## src/rtl/pipe_stage_skid.sv

```systemverilog
// pipe_stage_skid: two-entry skid pipeline register with flush,
// NOP bubbles and saturating stall/flush statistics.
//
// Ports:
//   clk, rst               clock, synchronous active-high reset
//   in_valid/in_ready      upstream handshake, in_ctrl/in_data beat
//   out_valid/out_ready    downstream handshake, out_ctrl/out_data
//   flush                  drop held and incoming beats
//   stall_cnt, flush_cnt   saturating statistics counters
module pipe_stage_skid #(
  parameter int DATA_W = 128,
  parameter int CTRL_W = 11,
  parameter int CNT_W  = 16
) (
  input  logic              clk,
  input  logic              rst,
  input  logic              in_valid,
  output logic              in_ready,
  input  logic [CTRL_W-1:0] in_ctrl,
  input  logic [DATA_W-1:0] in_data,
  input  logic              flush,
  output logic              out_valid,
  input  logic              out_ready,
  output logic [CTRL_W-1:0] out_ctrl,
  output logic [DATA_W-1:0] out_data,
  output logic [CNT_W-1:0]  stall_cnt,
  output logic [CNT_W-1:0]  flush_cnt
);

  typedef enum logic [1:0] {
    EMPTY = 2'd0,
    ONE   = 2'd1,
    TWO   = 2'd2
  } state_t;

  localparam logic [CNT_W-1:0] CNT_MAX = {CNT_W{1'b1}};
  localparam logic [CNT_W-1:0] CNT_ONE =
    {{(CNT_W-1){1'b0}}, 1'b1};

  state_t state;
  state_t state_nxt;

  logic              in_fire;
  logic              out_fire;
  logic              ld_main_in;
  logic              ld_main_skid;
  logic              ld_skid;
  logic              stall_inc;
  logic              flush_hit;
  logic [CTRL_W-1:0] main_ctrl;
  logic [DATA_W-1:0] main_data;
  logic [CTRL_W-1:0] skid_ctrl;
  logic [DATA_W-1:0] skid_data;

  assign in_fire  = in_valid & in_ready;
  assign out_fire = out_valid & out_ready;

  always_ff @(posedge clk) begin
    if (rst) state <= EMPTY;
    else     state <= state_nxt;
  end

  always_comb begin
    state_nxt    = state;
    ld_main_in   = 1'b0;
    ld_main_skid = 1'b0;
    ld_skid      = 1'b0;
    if (flush) begin
      state_nxt = EMPTY;
    end else begin
      unique case (state)
        EMPTY: begin
          if (in_fire) begin
            state_nxt  = ONE;
            ld_main_in = 1'b1;
          end
        end
        ONE: begin
          unique case (1'b1)
            in_fire & out_fire: ld_main_in = 1'b1;
            in_fire & !out_ready: begin
              state_nxt = TWO;
              ld_skid   = 1'b1;
            end
            out_fire & !in_fire: state_nxt = EMPTY;
            default: ;
          endcase
        end
        TWO: begin
          if (out_fire) begin
            state_nxt    = ONE;
            ld_main_skid = 1'b1;
          end
        end
        default: state_nxt = EMPTY;
      endcase
    end
  end

  // Handshake outputs come from registered state only; out_ctrl
  // is masked so an empty stage presents a NOP downstream.
  always_comb begin
    in_ready  = !rst && (state != TWO);
    out_valid = (state == ONE) || (state == TWO);
    out_ctrl  = out_valid ? main_ctrl : '0;
    out_data  = main_data;
  end

  always_ff @(posedge clk) begin
    if (rst) begin
      main_ctrl <= '0;
      main_data <= '0;
      skid_ctrl <= '0;
      skid_data <= '0;
    end else begin
      if (ld_main_in) begin
        main_ctrl <= in_ctrl;
        main_data <= in_data;
      end else if (ld_main_skid) begin
        main_ctrl <= skid_ctrl;
        main_data <= skid_data;
      end
      if (ld_skid) begin
        skid_ctrl <= in_ctrl;
        skid_data <= in_data;
      end
    end
  end

  assign stall_inc = out_valid & !out_ready & !flush;
  assign flush_hit = flush & ((state != EMPTY) | in_fire);

  always_ff @(posedge clk) begin
    if (rst) begin
      stall_cnt <= '0;
      flush_cnt <= '0;
    end else begin
      if (stall_inc && stall_cnt != CNT_MAX)
        stall_cnt <= stall_cnt + CNT_ONE;
      if (flush_hit && flush_cnt != CNT_MAX)
        flush_cnt <= flush_cnt + CNT_ONE;
    end
  end

endmodule

```

## config.mk

```make
export PLATFORM = sky130hd
export DESIGN_NAME = pipe_stage_skid
export DESIGN_NICKNAME = d
export VERILOG_FILES = /design/src/rtl/pipe_stage_skid.sv
export SDC_FILE = /design/constraint.sdc
export NUM_CORES = 1
export LEC_CHECK = 0
export ABC_AREA = 1
export BUFFER_PORTS_ARGS = -buffer_cell sky130_fd_sc_hd__buf_4
export CAP_MARGIN = 20
export CORE_MARGIN = 3
export CORE_UTILIZATION = 25
export DETAILED_ROUTE_END_ITERATION = 12
export MAX_ROUTING_LAYER = met4
export PLACE_DENSITY = 0.4
export SYNTH_ARGS = -nofsm -noshare
export SYNTH_HDL_FRONTEND = slang
export SYNTH_SLANG_ARGS = --single-unit
```

## constraint.sdc

```tcl
create_clock -name clk -period 3.5 [get_ports clk]
set_input_delay 0.175 -clock clk [delete_from_list [all_inputs] [get_ports clk]]
set_output_delay 0.175 -clock clk [all_outputs]
set_load 0.05 [all_outputs]
```

==> results of run 1 <==
-- per-layer routing --
metal	global-route usage, %	vias to the layer above	share of wire [%]
met5	-	-	0
li1	-	7057	-
met2	26.5	282	47
met1	21.2	6286	46
met4	4.47	0	2.0
met3	3.02	54	4.9
-- sequential cells by signal, summed over array words and instances, names as in the netlist --
register	flops
skid_data	128
main_ctrl	11
stall_cnt	16
state	2
out_data	128
flush_cnt	16
skid_ctrl	11
-- synthesized netlist by cell type --
cell      instances
nor2_2            2
nand3_4           1
clkbuf_2         13
nand3b_1          2
o21ai_2           2
buf_4            18
nand2_1         261
nor2_4            2
nand4_4           1
ha_1              6
clkinv_1          1
inv_4             1
xnor2_1           4
buf_2            27
dfxtp_1         312
nand4_1          11
buf_1             1
nand3_1          25
inv_1           175
nand2_2           1
xor2_1            8
nor3_1            2
clkbuf_1         68
o21ai_0         323
a22oi_1           1
buf_6             1
o21ai_1          97
a21oi_1          29
nor3_4            1
nor2_1          604
inv_2             3
-- cells by family (layout without fill, tap and decap cells) --
logic type / Yosys count / count (layout)
other cells: 0 / 4
xor+xnor: 12 / 12
fa+ha+maj: 6 / 6
flops: 312 / 312
simple gates: 913 / 913
buf+inv: 308 / 721
compound gates: 452 / 452
-- metrics by stage --
stage / util [%] / instances / total power [mW] / setup slack (ns) / hold WS [ns]
2_1_floorplan: - / 2003 / 4.53 / 1.49 / 0.310
3_3_place_gp: 30.9 / 2893 / 5.00 / 1.25 / 0.407
3_5_place_dp: 30.9 / 2893 / 5.01 / 1.17 / 0.413
4_1_cts: 36.1 / 3104 / 9.39 / 1.16 / 0.00872
5_1_grt: 36.1 / 3108 / 9.65 / 0.987 / 0.0308
6_report: 36.1 / 3108 / 9.20 / 1.21 / 0.0338
-- final cells by class --
class	instances	area [um2]	share of cell area (%)
multi-input cells	1383	6010	31.4
flip-flops and latches	312	6250	32.6
well taps	688	861	4.50
repair buffers	470	4000	20.9
diodes	4	10.0	0.0523
clock inverters	8	96.3	0.503
inverters	180	688	3.59
clock buffers	63	1230	6.42
-- critical path, cell delays in order (launching register included) --
cell and delay (ns):
dfxtp_1 0.37, inv_1 0.08, ha_1 0.26, nor2_4 0.13, nand2_2 0.10, inv_4 0.10
nand4_4 0.31, inv_4 0.19, buf_12 0.39, nor2_1 0.07, nor2_1 0.12
-- power by group through the flow --
stage / Sequential [mW] / Combinational [mW] / Clock, mW
floorplan: 4.14 / 0.398 / 0
global placement: 3.83 / 1.17 / 0
detailed placement: 3.83 / 1.18 / 0
CTS: 3.75 / 1.31 / 4.33
global route: 3.76 / 1.40 / 4.49
finish: 3.75 / 1.29 / 4.15
-- how the worst min path moves through the flow --
stage | start | endpoint | slack, ns | cells past startpoint
finish | rst | flush_cnt[9] | 0.03 | 2
global route | rst | flush_cnt[2] | 0.03 | 2
CTS | rst | flush_cnt[9] | 0.009 | 2
detailed placement | in_data[30] | out_data[30] | 0.41 | 3
global placement | in_data[62] | out_data[62] | 0.41 | 3
floorplan | in_data[61] | out_data[61] | 0.31 | 2
==> metrics.yaml, run 1 <==
run_status: "finished clean"
fp.dieArea_um2: 57000
clock_sinks: 312
synth_nets: 2153
synth.largest_area_cell: "dfxtp_1"
fp.dieH_um: 239
ys_ff_latch: 312
combPwrFrac_pct: 14.1
initial_utilization_pct: 25.5
ir_drop_mv: 0.361
synth.area.top_cells: "dfxtp_1 46%, nor2_1 17%, o21ai_0 12%"
cts-root-buf: "clkbuf_16"
clock_latency_ns: 0.54
synthSimpleGateAreaFrac_pct: 26.3
cts_buffers: 40
grt_pass1_wl_mm: 72.8
p_leak_nw: 7.95
final_cell_mix: "604 x nor2_1, 323 x o21ai_0, 320 x buf_4"
ys_seq_area_share_pct: 46.1
path_max_fanout: 86
synth_mux_area_share_pct: 0
syn2layout_area_growth_pct: 41.4
gp_congestion: 0.773
sequentialPowerShare_pct: 40.8
r2r_cells: 10
n_fill_cell: 5650
power.internal_mw: 6.70
globalRouteOverflowTotal: 0
synth_top_family_by_area: "simple AND/OR/NAND/NOR gates"
pwr-share-clk_pct: 45.1
timing_hold_violations_final: 0
h-tree-depth: 2
fp-row-count: 84
min_period_ns: 2.29
dpl.hpwl_mm: 28.4
grt_usage_pct: 16.4
mostFrequentLayoutCell: "nor2_1"
die_x_um: 239
worstMarginPinSlew_ns: 0.927
synth_cell_type_count: 31
cp-startpoint: "state[0]"
setup_violations: 0
dr.pass1.iters: 5
drtIter0Drc: 770
clk_pin_slew_ns: 0.06
cts_setup_buffers: 0
synth_fa_ha_area_share_pct: 0.554
rsz0062_at_grt: "no"
cp-endpoint: "skid_data[71]"
r2r_setup_slack_ns: 1.21
antenna_found_initial: 4
place_area_um2: 16400
yosys.area.top_type_share_pct: 46.1
hold_buffers: 140
max_freq_ghz: 0.436
cts_tree: "yes"
port_buffers: 316
cts_resized: 0
wl_per_cell_um: 14.9
reg2reg_from: "state[0]"
synth_cells: 2003
fin_nets: 2537
drive_gt1_share_pct: 16.8
fin_crit_sh_pct: 65.5
reg2reg_to: "skid_data[71]"
cp_data_arrival_time_ns: 2.77
grt_max_degree: 140
finalSetupTns_ns: 0
routed_wl_mm: 46.4
drt.antenna.violating_nets: 0
drc_errors: 0
finish.instance_area_um2: 19100
grt_pass1_vias: 12800
synth-compound-area-share_pct: 16.8
cp-start-kind: "register"
min_path_type: "primary input to register"
mappedNetlistArea_um2: 13500
syn_area_per_cell_um2: 6.76
relSlewSlack_pct: 38.2
num_vias: 13700
powerDensity_nw_per_um2: 480
required_ns: 3.97
power_switching_mw: 2.50
synth_xor_area_share_pct: 0.776
maxCapViolCount: 0
yosysWarnings: 0
maxSlewViolCount: 0
cp-end-kind: "register"
io_pins: 317
cts_buffer_depth: 3
core_um2: 53100
path_class: "register to register"
p_sw_share_pct: 27.2
avgViaCountPerCell: 4.40
skew_ns: 0.0104
(Power assumes the default switching activity.)
==> run 2: changes to the inputs <==
==> constraint.sdc (replaced) <==
create_clock -name clk -period 2.2 [get_ports clk]
set_input_delay 0.11 -clock clk [delete_from_list [all_inputs] [get_ports clk]]
set_output_delay 0.11 -clock clk [all_outputs]
set_load 0.05 [all_outputs]
==> run 2 against run 1 <==
Against the previous run:
- die area unchanged
- critical path depth down 4
- core utilization rose by 0.67 points
- sequential share of layout area down 0.59 points
- count of clock-buffer cells in the layout down 3
- setup slack lost 1.0 ns
- worst hold slack improved by 0.023 ns
- clock skew decreased by 0.0020 ns
- register-to-register slack lost 1.0 ns
- sequential cell count unchanged
- critical path type is now register to output pin
==> metrics.yaml, run 2 (synthesized netlist as in run 1, its figures left out) <==
run_status: "finished clean"
min_path_type: "primary input to register"
port_buffers: 316
worst_slack_ns: 0.179
finalSetupTns_ns: 0
antenna_found_initial: 3
fp-row-count: 84
wl_per_cell_um: 14.9
required_ns: 2.09
maxCapViolCount: 0
globalRouteOverflowTotal: 0
n_fill_cell: 5655
place_area_um2: 16800
combPwrFrac_pct: 14.5
grt_usage_pct: 16.5
crit_family: "buffers and inverters"
clk_pin_slew_ns: 0.06
p_sw_share_pct: 27.1
pwr-share-clk_pct: 44.7
fin_crit_sh_pct: 91.9
dpl.hpwl_mm: 29.9
cp-end-kind: "output pin"
cts_buffer_depth: 3
rsz0062_at_grt: "no"
clock_latency_ns: 0.54
multi_input_area_um2: 6020
maxSlewViolCount: 0
dr.pass1.iters: 5
cts-root-buf: "clkbuf_16"
routed_wl_mm: 46.8
post-place-ws_ns: 0.176
drc_errors: 0
path_class: "register to output pin"
avgViaCountPerCell: 4.41
ir_drop_mv: 0.420
mostFrequentLayoutCell: "nor2_1"
cpPeakStageDelay_ns: 0.38
die_x_um: 239
cp_data_arrival_time_ns: 1.91
core_um2: 53100
path_cells: "inv_1, ha_1, buf_6, nand2_1, inv_1, buf_4"
regArea_um2: 6250
skew_ns: 0.00841
cts_tree: "yes"
fp.dieH_um: 239
grt_max_degree: 82
gp_congestion: 0.784
holdWs_ns: 0.0572
powerDensity_nw_per_um2: 750
num_vias: 13800
crit_path_frequent_cell: "inv_1"
timing_hold_violations_final: 0
power.internal_mw: 10.7
drt.antenna.violating_nets: 0
fin_nets: 2565
h-tree-depth: 2
io_pins: 317
setup_violations: 0
clock_sinks: 312
cp.buffers_inverters: 4
min_period_ns: 2.02
slowest_stage: "dfxtp_1"
drtIter0Drc: 642
drive_gt1_share_pct: 17.8
grt_pass1_vias: 13000
worstMarginPinSlew_ns: 0.489
path_max_fanout: 12
power_switching_mw: 3.97
p_leak_nw: 8.12
fp.dieArea_um2: 57000
final_cell_mix: "604 x nor2_1, 333 x buf_4, 323 x o21ai_0"
cts_buffers: 40
grt_pass1_wl_mm: 73.4
relSlewSlack_pct: 67.4
sequentialPowerShare_pct: 40.8
cp-start-kind: "register"
syn2layout_area_growth_pct: 44.0
utilization_pct: 36.7
finish.instance_area_um2: 19500
initial_utilization_pct: 25.5
max_freq_ghz: 0.495
-- run 2: stage by stage --
stage,power (mW),std cells
after floorplan,7.21,2003
after global placement,8.01,2920
after detailed placement,8.02,2920
after CTS,14.9,3130
after global routing,15.4,3133
final,14.6,3133
-- run 2: final cells by class --
class | count | share of cell area, %
antenna | 3 | 0.0385
clock buffer | 60 | 6.19
clock inverter | 9 | 0.520
inverter | 180 | 3.53
multi-input combinational | 1383 | 30.9
sequential | 312 | 32.0
tap | 688 | 4.41
timing repair buffer | 498 | 22.4
-- run 2: final timing paths --
kind	start	end	slack, ns	cells past startpoint
worst max-delay path	state[1]	out_ctrl[10]	0.18	6
worst min-delay path	out_ready	state[1]	0.06	6
worst max register to register	state[0]	out_data[39]	0.20	9
worst min register to register	skid_ctrl[1]	skid_ctrl[1]	0.48	2
-- run 2: worst register-to-register path: cells and delay by family (launching register included) --
family,cells,cell delay (ns)
buffers and inverters,3,0.69
AND/OR/NAND/NOR,5,0.52
flip-flops,1,0.38
adder cells (fa/ha/maj),1,0.36
-- run 2: timing repair --
item                       4_1_cts  5_1_grt
gates resized for setup          0        3
hold buffers                   141        0
setup buffers                    0        0
hold endpoints to repair       291        0
setup endpoints to repair        0        3
-- run 2: routing by layer --
metal	track usage (%)	wire length [um]
met1	21.1	21700
met2	27.1	22000
met3	3.14	2210
met4	4.07	919
met5	-	0
-- run 2: power by group through the flow --
stage | combinational, mW | clock (mW) | sequential (mW)
after floorplan | 0.633 | 0 | 6.58
final | 2.12 | 6.54 | 5.97
after detailed placement | 1.93 | 0 | 6.09
after global routing | 2.30 | 7.08 | 5.99
after CTS | 2.14 | 6.83 | 5.97
after global placement | 1.92 | 0 | 6.09
==> run 3: changes to the inputs <==
--- a/config.mk
+++ b/config.mk
@@ -11,8 +11,9 @@
 export CORE_MARGIN = 3
 export CORE_UTILIZATION = 25
 export DETAILED_ROUTE_END_ITERATION = 12
+export HOLD_SLACK_MARGIN = 0.08
 export MAX_ROUTING_LAYER = met4
-export PLACE_DENSITY = 0.4
+export PLACE_DENSITY = 0.42
 export SYNTH_ARGS = -nofsm -noshare
 export SYNTH_HDL_FRONTEND = slang
 export SYNTH_SLANG_ARGS = --single-unit
==> constraint.sdc (replaced) <==
create_clock -name clk -period 1.78 [get_ports clk]
set_input_delay 0.089 -clock clk [delete_from_list [all_inputs] [get_ports clk]]
set_output_delay 0.089 -clock clk [all_outputs]
set_load 0.05 [all_outputs]
==> run 3 against run 2 <==
Against the previous run:
- via count increased by 3.5%
- critical path type unchanged
- clock power grew 22%
- core utilization grew 3.6 points
- largest power group unchanged
- sequential cell count stayed put
- critical path depth is 1 higher
- clock skew rose by 0.0024 ns
- non-clock buffer count rose by 97
- the run now ends with setup timing left
- largest cell class is now multi-input gates
- register-to-register slack lost 0.20 ns
==> metrics.yaml, run 3 (synthesized netlist as in run 1, its figures left out) <==
core_um2: 53100
final_cell_mix: "572 x nor2_1, 363 x buf_4, 303 x dfxtp_1"
grt_max_degree: 64
p_sw_share_pct: 27.9
run_status: "finished with violations"
io_pins: 317
maxSlewViolCount: 0
fin_nets: 2662
path_max_fanout: 7
placedCellCount: 2982
maxCapViolCount: 0
cpPeakStageDelay_ns: 0.35
n_fill_cell: 5440
combPwrFrac_pct: 16.4
routed_wl_mm: 52.1
clock_latency_ns: 0.55
drc_errors: 0
worst_slack_ns: -0.0278
worstMarginPinSlew_ns: 0.498
rsz0062_at_grt: "yes"
slowest_stage: "dfxtp_2"
grt_pass1_vias: 13600
cts-root-buf: "clkbuf_16"
powerDensity_nw_per_um2: 860
required_ns: 1.69
min_path_type: "primary input to register"
cts_buffers: 39
mostFrequentLayoutCell: "nor2_1"
drtIter0Drc: 804
drive_gt1_share_pct: 24.6
cp.buffers_inverters: 5
cts_tree: "yes"
port_buffers: 316
path_class: "register to output pin"
sequentialPowerShare_pct: 40.1
fp.dieArea_um2: 57000
multi_input_area_um2: 6320
gp_congestion: 0.788
finalNonFillerCells: 3228
grt_usage_pct: 17.1
avgViaCountPerCell: 4.43
min_period_ns: 1.81
crit_path_frequent_cell: "buf_12"
grt_pass1_wl_mm: 75.9
cts_buffer_depth: 3
power.internal_mw: 13.3
dr.pass1.iters: 5
power_switching_mw: 5.14
fin_total_pwr_mw: 18.4
setup_violations: 10
syn2layout_area_growth_pct: 58.1
cp-start-kind: "register"
finish.instance_area_um2: 21400
ir_drop_mv: 0.580
clk_pin_slew_ns: 0.05
cp-end-kind: "output pin"
regArea_um2: 6260
num_vias: 14300
globalRouteOverflowTotal: 0
die_x_um: 239
dpl.hpwl_mm: 32.3
skew_ns: 0.0108
max_freq_ghz: 0.553
clock_sinks: 312
initial_utilization_pct: 25.5
fin_crit_sh_pct: 102
path_cells: "inv_2, ha_4, buf_12, buf_12, nand2_4, inv_4, buf_8"
drt.antenna.violating_nets: 0
p_leak_nw: 9.04
pwr-share-clk_pct: 43.5
timing_hold_violations_final: 0
violations: "setup timing"
crit_family: "buffers and inverters"
fp.dieH_um: 239
fp-row-count: 84
antenna_found_initial: 2
wl_per_cell_um: 16.1
relSlewSlack_pct: 66.8
h-tree-depth: 2
place_area_um2: 17500
cp_data_arrival_time_ns: 1.72
==> run 3: cell types whose count changed in the layout (fill, tap and decap cells not counted), sizes merged <==
cell / change
diode: -1
inv: -1
buf: +75
clkinv: +1
dlygate4sd3: +1
clkbuf: +16
clkinvlp: +4
==> run 3: timing repair <==
| item | 4_1_cts | 5_1_grt |
|---|---|---|
| hold endpoints to repair | 291 | 0 |
| hold buffers | 142 | 0 |
| buffers inserted | 5 | 5 |
| resized for setup | 53 | 181 |
| setup endpoints to repair | 12 | 312 |
| pin swaps | 2 | 28 |
| cloned | 1 | 26 |
==> run 3: power groups by stage <==
stage                     registers (mW)  logic [mW]  clock network, mW
after floorplan                     8.13       0.824                  0
after global placement              7.53        2.49                  0
after detailed placement            7.53        2.50                  0
after CTS                           7.38        2.86               8.27
after global routing                7.41        3.25               8.53
final                               7.39        3.02               8.01
==> run 3: layer usage <==
metal / up-vias / track usage (%) / part of all wire (%)
li1: 7340 / - / -
met1: 6597 / 22.0 / 46
met2: 322 / 28.0 / 47
met3: 56 / 2.88 / 4.5
met4: 0 / 4.27 / 1.9
met5: - / - / 0
==> run 3: worst min-delay path, stage by stage <==
cell and delay (ns):
buf_4 0.13, nand2_4 0.07, buf_4 0.12, a22oi_1 0.09, a21oi_1 0.15, nor2_1 0.06
==> run 3: per-stage QoR <==
stage	setup slack, ns	setup TNS, ns	hold slack, ns	util, %
CTS	-0.0467	-0.779	0.163	38.5
global route	-0.129	-15.55	0.218	40.3
detailed placement	0.0158	0	0.326	33.0
floorplan	-0.0508	-5.19	0.224	-
global placement	0.0379	0	0.321	33.0
finish	-0.0278	-0.0976	0.206	40.3
==> run 3: area by class of cell <==
class                      count  share of cell area [%]
clock buffer                  55                    5.41
multi-input combinational   1383                    29.5
timing repair buffer         595                    27.9
tap                          688                    4.02
antenna                        2                  0.0234
inverter                     180                    3.30
sequential                   312                    29.2
timing repair inverter         1                  0.0409
clock inverter                12                   0.573
==> run 3: path summary, 6_finish.rpt <==
kind                       from             to  slack [ns]  depth (start not counted)
hold reg to reg   skid_data[52]  skid_data[52]        0.48                          2
setup reg to reg       state[1]   out_data[59]           0                         10
hold / removal         in_valid       state[1]        0.21                          6
setup / recovery       state[1]   out_ctrl[10]       -0.03                          7
